File: src/rtl/spi_pkg.sv
// Shared definitions for the SPI master controller: FSM states, SPI mode
// encodings and transfer geometry.
package spi_pkg;

  typedef enum logic [2:0] {
    ST_IDLE,
    ST_LOAD,
    ST_LEAD,
    ST_SHIFT,
    ST_TRAIL,
    ST_UNLOAD,
    ST_DONE
  } spi_state_e;

  // SPI modes encoded as {CPOL, CPHA}
  localparam logic [1:0] MODE0 = 2'b00;
  localparam logic [1:0] MODE1 = 2'b01;
  localparam logic [1:0] MODE2 = 2'b10;
  localparam logic [1:0] MODE3 = 2'b11;

  localparam int BITS_PER_XFER  = 8;
  localparam int EDGES_PER_XFER = 2 * BITS_PER_XFER;

endpackage

File: src/rtl/spi_sck_gen.sv
// SCK generator: half-period divider, half-period (edge) counter and the
// registered sck toggle used while the controller is shifting.
module spi_sck_gen
  import spi_pkg::*;
#(
  parameter int DIV_W = 8
) (
  input  logic             RW_clock,
  input  logic             rst,
  input  logic             run,
  input  logic [DIV_W-1:0] clk_div,
  input  logic             cpol,
  output logic             sck,
  output logic             half_tick,
  output logic             last_edge
);

  logic             active_q;
  logic [DIV_W-1:0] div_cnt_q;
  logic [4:0]       edge_cnt_q;
  logic             sck_q;
  logic             hp_end;

  // div_cnt_q is the position inside the current half-period; the toggle
  // lands on the edge that opens a half-period so sck changes in its first cycle.
  assign hp_end    = active_q && (div_cnt_q == clk_div);
  assign half_tick = hp_end;
  assign last_edge = active_q && (edge_cnt_q == 5'(EDGES_PER_XFER - 1));
  assign sck       = sck_q;

  always_ff @(posedge RW_clock) begin
    if (rst) begin
      active_q   <= 1'b0;
      div_cnt_q  <= '0;
      edge_cnt_q <= '0;
      sck_q      <= 1'b0;
    end else if (!run) begin
      active_q   <= 1'b0;
      div_cnt_q  <= '0;
      edge_cnt_q <= '0;
      sck_q      <= cpol;
    end else begin
      active_q <= 1'b1;
      if (!active_q || hp_end) begin
        sck_q     <= ~sck_q;
        div_cnt_q <= '0;
      end else begin
        div_cnt_q <= div_cnt_q + DIV_W'(1);
      end
      if (hp_end) begin
        edge_cnt_q <= edge_cnt_q + 5'd1;
      end
    end
  end

endmodule

File: src/rtl/spi_master_ctrl.sv
// SPI master transfer controller: sequences load, lead, 16 sck half-periods,
// trail, unload and a one-cycle done pulse around an external shift register.
module spi_master_ctrl
  import spi_pkg::*;
#(
  parameter int DIV_W         = 8,
  parameter bit LEAD_TRAIL_EN = 1'b1
) (
  input  logic             RW_clock,
  input  logic             rst,
  input  logic             start,
  input  logic             abort,
  input  logic [7:0]       tx_data,
  input  logic [DIV_W-1:0] clk_div,
  input  logic             cpol_in,
  input  logic             cpha_in,
  input  logic [7:0]       sr_data_out,
  output logic [7:0]       sr_data,
  output logic             sr_ld,
  output logic             sr_en,
  output logic             sr_unld,
  output logic             sr_ckp,
  output logic             sr_cke,
  output logic             sck,
  output logic             ss_n,
  output logic             busy,
  output logic             done,
  output logic [7:0]       rx_data
);

  spi_state_e       state_q, state_d;
  logic [7:0]       sr_data_q, rx_data_q;
  logic [DIV_W-1:0] clk_div_q, phase_cnt_q;
  logic             cpol_q, cpha_q;
  logic             ss_n_q, sr_ld_q, sr_en_q, sr_unld_q, busy_q, done_q;
  logic             accept, phase_end, run, cpol_src;
  logic             sck_half_tick, sck_last_edge;

  // start is a level request honoured only in IDLE with abort low; abort is a
  // level cancel honoured in every other state. Neither needs a handshake back.
  assign accept    = (state_q == ST_IDLE) && start && !abort;
  assign phase_end = (phase_cnt_q == clk_div_q);
  assign cpol_src  = accept ? cpol_in : cpol_q;
  assign run       = (state_d == ST_SHIFT);

  always_comb begin
    state_d = state_q;
    unique case (state_q)
      ST_IDLE:   if (accept) state_d = ST_LOAD;
      ST_LOAD:   state_d = LEAD_TRAIL_EN ? ST_LEAD : ST_SHIFT;
      ST_LEAD:   if (phase_end) state_d = ST_SHIFT;
      ST_SHIFT:  if (sck_half_tick && sck_last_edge)
                   state_d = LEAD_TRAIL_EN ? ST_TRAIL : ST_UNLOAD;
      ST_TRAIL:  if (phase_end) state_d = ST_UNLOAD;
      ST_UNLOAD: state_d = ST_DONE;
      ST_DONE:   state_d = ST_IDLE;
      default:   state_d = ST_IDLE;
    endcase
    if (abort && (state_q != ST_IDLE)) state_d = ST_IDLE;
  end

  // Outputs are registered from the next state so they line up with it.
  always_ff @(posedge RW_clock) begin
    if (rst) begin
      state_q     <= ST_IDLE;
      sr_data_q   <= '0;
      rx_data_q   <= '0;
      clk_div_q   <= '0;
      phase_cnt_q <= '0;
      cpol_q      <= 1'b0;
      cpha_q      <= 1'b0;
      ss_n_q      <= 1'b1;
      sr_ld_q     <= 1'b0;
      sr_en_q     <= 1'b0;
      sr_unld_q   <= 1'b0;
      busy_q      <= 1'b0;
      done_q      <= 1'b0;
    end else begin
      state_q <= state_d;
      if (accept) begin
        sr_data_q <= tx_data;
        clk_div_q <= clk_div;
        cpol_q    <= cpol_in;
        cpha_q    <= cpha_in;
      end
      if ((state_d == state_q) && ((state_q == ST_LEAD) || (state_q == ST_TRAIL)))
        phase_cnt_q <= phase_cnt_q + DIV_W'(1);
      else
        phase_cnt_q <= '0;
      ss_n_q    <= !(state_d inside {ST_LOAD, ST_LEAD, ST_SHIFT, ST_TRAIL});
      sr_ld_q   <= (state_d == ST_LOAD);
      sr_en_q   <= (state_d == ST_SHIFT);
      sr_unld_q <= (state_d == ST_UNLOAD);
      busy_q    <= (state_d != ST_IDLE);
      done_q    <= (state_d == ST_DONE);
      if (state_d == ST_DONE) rx_data_q <= sr_data_out;
    end
  end

  spi_sck_gen #(
    .DIV_W(DIV_W)
  ) u_sck_gen (
    .RW_clock (RW_clock),
    .rst      (rst),
    .run      (run),
    .clk_div  (clk_div_q),
    .cpol     (cpol_src),
    .sck      (sck),
    .half_tick(sck_half_tick),
    .last_edge(sck_last_edge)
  );

  assign sr_data = sr_data_q;
  assign sr_ld   = sr_ld_q;
  assign sr_en   = sr_en_q;
  assign sr_unld = sr_unld_q;
  assign sr_ckp  = cpol_q;
  assign sr_cke  = cpha_q;
  assign ss_n    = ss_n_q;
  assign busy    = busy_q;
  assign done    = done_q;
  assign rx_data = rx_data_q;

endmodule

File: config.mk
export PLATFORM = sky130hd
export DESIGN_NAME = spi_master_ctrl
export DESIGN_NICKNAME = d
export VERILOG_FILES = /design/src/rtl/spi_pkg.sv /design/src/rtl/spi_sck_gen.sv /design/src/rtl/spi_master_ctrl.sv
export SDC_FILE = /design/constraint.sdc
export NUM_CORES = 1
export LEC_CHECK = 0
export BUFFER_PORTS_ARGS = -buffer_cell sky130_fd_sc_hd__buf_4
export CAP_MARGIN = 15
export CORE_MARGIN = 3
export CORE_UTILIZATION = 57
export DETAILED_ROUTE_END_ITERATION = 8
export GPL_TIMING_DRIVEN = 0
export PLACE_DENSITY_LB_ADDON = 0.08
export SLEW_MARGIN = 20
export SYNTH_ARGS = -nofsm -noshare
export SYNTH_HDL_FRONTEND = slang
export SYNTH_SLANG_ARGS = --single-unit
File: constraint.sdc
create_clock -name RW_clock -period 5 [get_ports RW_clock]
set_input_delay 0.5 -clock RW_clock [delete_from_list [all_inputs] [get_ports RW_clock]]
set_output_delay 0.5 -clock RW_clock [all_outputs]
set_load 0.02 [all_outputs]
-- Word level (Yosys, flattened, before mapping)
Cells that the tools add are included.
- flip-flop bits (word level): 58
- memories: 0
- output and inout port bits: 25
- memory bits (read-only): 0
- input bits: 30
- bits in latches: 0
- memory bits (writable): 0
- reduce and logical (&&, ||, !) cells: 19
- shift-type cells: 0
- multipliers: 0
- multiplexer cells: 10
- bitwise operators: 3
- magnitude comparators: 0
- equal/unequal tests: 16
- add/subtract/negate cells: 3
- div/mod/pow operators: 0
- operators by type and width (cell ; number):
    case mux 3 bit (6 select lines) ; 1
    adder 8 x 1 -> 8 bit (second input constant) ; 2
    == test 8 bit ; 2
    == test 3 bit (second input constant) ; 5
    2-to-1 mux 3 bit ; 5
    == test 3 x 2 -> 1 bit (second input constant) ; 4
    logical AND 1 bit ; 7
    == test 3 x 1 -> 1 bit (second input constant) ; 2
    nonzero test 3 bit ; 2
    adder 5 x 1 -> 5 bit (second input constant) ; 1
    == test 5 x 4 -> 1 bit (second input constant) ; 1
    2-to-1 mux 1 bit ; 4
    nonzero test 4 bit ; 1
    OR reduction 2 bit ; 2
    == test 3 bit ; 1
    logical NOT 1 bit ; 3
    logical NOT 3 bit ; 1
    NOT 1 bit ; 3
    OR reduction 3 bit ; 1
    logical OR 1 bit ; 2
    inequality test 2 bit (second input constant) ; 1

-- Logic depth before layout (Yosys ltp)
- depth in word-level cells: 10
- depth in mapped cells: 8
- depth with buffers taken out: 8

-- Modules after synthesis
Synthesis repeated with hierarchy kept, for this count alone.
- cell total of the unflattened synthesis: 290
- area total of the unflattened synthesis: 2647.5 um^2
- by module, submodules not included (module ; instances ; area an instance (um^2) ; cells each):
    spi_master_ctrl ; 1 ; 1746.7 ; 205
    spi_sck_gen ; 1 ; 900.9 ; 85

-- Worst setup path before layout
OpenSTA, ideal clock, no wires.
- kind: register -> register
- from: register u_sck_gen.edge_cnt_q[0]
- to: register phase_cnt_q[1]
- path slack: 3.221 ns
- arrival time: 1.664 ns
- path buffers: 0
- cell stages (with the launch flop): 9
- cell sequence: dfxtp_1 > ha_1 > and3_1 > ha_1 > nand2_1 > nor3_1 > o211a_2 > or2_1 > and3_1
- longest elaborated chain between the ends: 10
- ends and longest elaborated chain (element ; line ; source):
    start: declaration ; spi_sck_gen.sv:20 ; logic [4:0] edge_cnt_q;
    start signal: assignment ; spi_sck_gen.sv:51 ; edge_cnt_q <= edge_cnt_q + 5'd1;
    == test 5 x 4 -> 1 bit ; spi_sck_gen.sv:28 ; assign last_edge = active_q && (edge_cnt_q == 5'(EDGES_PER_XFER - 1));
    logical AND 1 bit ; spi_sck_gen.sv:28 ;
    logical AND 1 bit ; spi_master_ctrl.sv:52 ; ST_SHIFT: if (sck_half_tick && sck_last_edge)
    2-to-1 mux 3 bit ; spi_master_ctrl.sv:52 ;
    case mux 3 bit (6 select lines) ; spi_master_ctrl.sv:48 ; unique case (state_q)
    2-to-1 mux 3 bit ; spi_master_ctrl.sv:59 ; if (abort && (state_q != ST_IDLE)) state_d = ST_IDLE;
    == test 3 bit ; spi_master_ctrl.sv:86 ; if ((state_d == state_q) && ((state_q == ST_LEAD) || (state_q == ST_TRAIL)))
    logical AND 1 bit ; spi_master_ctrl.sv:86 ;
    NOT 1 bit (no source line) ; -- ;
    OR reduction 2 bit (no source line) ; -- ;
    end signal: assignment ; spi_master_ctrl.sv:87 ; phase_cnt_q <= phase_cnt_q + DIV_W'(1);
    end: declaration ; spi_master_ctrl.sv:33 ; logic [DIV_W-1:0] clk_div_q, phase_cnt_q;
No other way between the ends.
A chain may end at the register's enable or synchronous reset.

-- Final worst setup path
Same ends and word-level chain as after synthesis.

==> results.md <==
- Status: finished, final reports clean
- Most common cell after layout, fill and taps aside: dfxtp_1
- Worst Setup Start Kind: register
- Fin crit period: ~1.9 ns
- Initial Util: roughly 62%
- Clock tree sinks: 57
- Pleak: 1.28 nW
- Postcts setup bufs: 0
- Clock network fraction of total power: 43.0%
- Sum Neg Setup Slack: 0 ns
- GRT Util Overall: roughly 23%
- Multi-input gate area: approximately 1200 um2
- Later-pin clock latency in the skew report: roughly 0.33 ns
- Number of cells on the worst reg-to-reg path: 8
- Yosys cell types: 36
- Syn nets: around 310
- Unrepaired setup endpoints after global routing: no
- Yosys reg bits: 57
- Hold Path Class: in -> reg
- Die H: a little over 70 um
- Die W: between 70 and 80 um
- Final std cells w/o fill: between 300 and 400
- Pwr/cell area: between 300 and 400 nW/um2
- Mapped Cells: 275
- Buffers added on ports: 54
- Hold Path Depth: 3
- Switch share: between 20% and 30%
- Final period util: between 30% and 40%
- Core ar.: 3850 um2
- Most frequent cells in the layout: dfxtp_1 (57), buf_4 (56), nand2_1 (46)
- Hold Vio Cnt, Final: 0
- Maxcap violations: 0
- Crit Path Category: reg -> reg
- Mean area per synthesized cell: ~8.7 um2
- Met1 Resource Use GR: around 28%
- WL per Instance: 13.6 um
- CTS resizes: 0
- Critical R2R Launch: u_sck_gen.edge_cnt_q[0]
- Total gr overflow: 0
- Cell internal pwr: around 0.00076 W
- Reg-to-Reg End: phase_cnt_q[1]
- Critical Path AT: approximately 2.2 ns
- Placed Area: 2870 um2
- Reg2reg setup slack: 3.07 ns
- Clk pin slew, worst setup/hold paths: ~0.060 ns
- Number of global-route vias before repair: slightly above 2000
- CTS buffer count: 9
- TritonRoute pass-1 iters: 4
- CP required: ~5.2 ns
- First-pass GRT wire length: 9160 um
- Vias per cell: between 5 and 6
- Register area share after synthesis: a little under half
- Register area: 1140 um2
- Fill count: roughly 280
- Met2 usage: around 36%
- DIE AREA: roughly 5000 um2
- Placed Cells: about 380
- Sw Pwr: around 0.00023 W
- Met3 usage: about a tenth
- Initial antenna violation count: 0
- Worst Hold End: rx_data[3]
- Pin count of the biggest net entering global routing: 11
- RD Place Congestion: around 0.84
- Hold-fix buffers at CTS: 0
- Crit path launch: u_sck_gen.edge_cnt_q[0]
- Worst Skew: approximately 0.0046 ns
- Share of cells above drive strength 1: around 24%
- Grt peak-use layer: met2
- Highest clock rate: 519 MHz
- Num ports: 55
- FP Rows: 22
- Deepest clock path buffer count: 2
- Ant diodes: 0
- Final setup viols: 0
- DRT iter0 DRCs: a little under 90
- Final Cell Area: just over 3000 um2
- Final WL: approximately 5300 um
- Worst Path Max Fanout: 4
- Slew @ Worst Pin: slightly below 0.5 ns
- Area growth from synthesis to layout: 27.5%
- Final Slew Violations: 0
- # H-tree levels: 3
- CTS tree: yes
- Seq pwr share: about 48%
- Pwr Total: between 0.0009 and 0.001 W
- DPL Wire Length: roughly 3800 um
- Gate power share: 9.0%
- Post-Syn Area: roughly 2400 um2
- Residual DRC: 0
- ANT nets after route: 0
- CTS Root Cell: clkbuf_8
- Worst IR Drop VDD: ~0.25 mV
- Yosys warns: 0
- Final Net Count: between 300 and 400
- Worst Setup End Kind: register
- Slew headroom: 67.6%
- HP Start: sr_data_out[3]
- Via Count: 2051
==> registers in the layout (all words and copies together) (netlist names), 3 cells and up <==
signal,flops
clk_div_q,8
phase_cnt_q,8
rx_data,8
sr_data,8
state_q,3
u_sck_gen.div_cnt_q,8
u_sck_gen.edge_cnt_q,5
==> power by group through the flow <==
stage,Combinational [W],Clock [W],Sequential [W]
2_1_floorplan,0.0000424,0,0.000488
3_3_place_gp,0.0000874,0,0.000482
3_5_place_dp,0.0000890,0,0.000482
4_1_cts,0.0000895,0.000432,0.000472
5_1_grt,0.0000979,0.000457,0.000473
6_report,0.0000890,0.000423,0.000472
==> routing by layer <==
metal | vias up | share of wire [%] | wire, um
li1 | 1039 | - | -
met2 | 59 | 48 | 2540
met1 | 941 | 43 | 2300
met4 | 0 | 1.7 | 90
met3 | 12 | 7.4 | 391
met5 | - | 0 | 0
==> how the worst max path moves through the flow <==
stage | to | slack [ns] | depth (start not counted)
2_1_floorplan | phase_cnt_q[1] | 3.22 | 8
3_3_place_gp | phase_cnt_q[1] | 3.11 | 8
3_5_place_dp | sr_data[6] | 3.08 | 7
4_1_cts | phase_cnt_q[1] | 3.06 | 8
5_1_grt | u_sck_gen.div_cnt_q[3] | 2.99 | 6
6_report | phase_cnt_q[1] | 3.07 | 8
==> stage by stage <==
stage | utilization [%] | hold slack (ns) | setup WS (ns)
after floorplan | - | 0.441 | 3.22
after global placement | 74.4 | 0.443 | 3.11
after detailed placement | 74.4 | 0.447 | 3.08
after CTS | 79.5 | 0.385 | 3.06
after global routing | 79.5 | 0.377 | 2.99
final | 79.5 | 0.399 | 3.07
==> synth_stat cells (all sizes together) <==
master | number | share of area [%]
dfxtp | 57 | 47
nand2 | 46 | 7.2
nor2 | 39 | 6.1
a21oi | 20 | 4.2
xnor2 | 16 | 5.8
xor2 | 16 | 5.8
nand3 | 15 | 3.3
buf | 8 | 1.8
mux2i | 8 | 3.3
and3 | 7 | 1.8
inv | 7 | 1.1
nand4 | 5 | 2.2
ha | 4 | 2.1
nor3 | 4 | 1.5
nor4 | 4 | 1.0
o21ai | 4 | 0.99
or2 | 4 | 1.0
clkbuf | 3 | 0.47
a211oi | 1 | 0.31
a21o | 1 | 0.31
a2bb2oi | 1 | 0.36
a31oi | 1 | 0.26
nor2b | 1 | 0.26
o211a | 1 | 0.42
o221ai | 1 | 0.36
o32ai | 1 | 0.36
==> cell type report <==
type | instances | share of cell area (%)
plain buffers | 11 | 1.80
clock buffers | 12 | 5.07
clock inverters | 3 | 1.31
inverters | 7 | 0.858
multi-input cells | 200 | 38.5
flip-flops and latches | 57 | 37.3
well taps | 48 | 1.96
repair buffers | 54 | 13.2
==> worst max-delay path, cell delays in order (launching register included) <==
cell	delay, ns
dfxtp_1	0.33
ha_1	0.21
and3_1	0.18
ha_1	0.24
nand2_1	0.09
nor3_1	0.05
o211a_2	0.28
or2_1	0.26
and3_1	0.18
==> cell families (layout without fill, tap and decap cells) <==
kind of cell | after synthesis | count (layout) | synth area share [%]
AO/OA/AOI/OAI | 31 | 31 | 7.55
XOR/XNOR | 32 | 32 | 11.7
adder cells (fa/ha/maj) | 4 | 4 | 2.08
buffers and inverters | 18 | 87 | 3.39
flip-flops | 57 | 57 | 47.5
multiplexers | 8 | 8 | 3.33
AND/OR/NAND/NOR | 125 | 125 | 24.5
No activity file was read; power rests on OpenSTA's default activity.
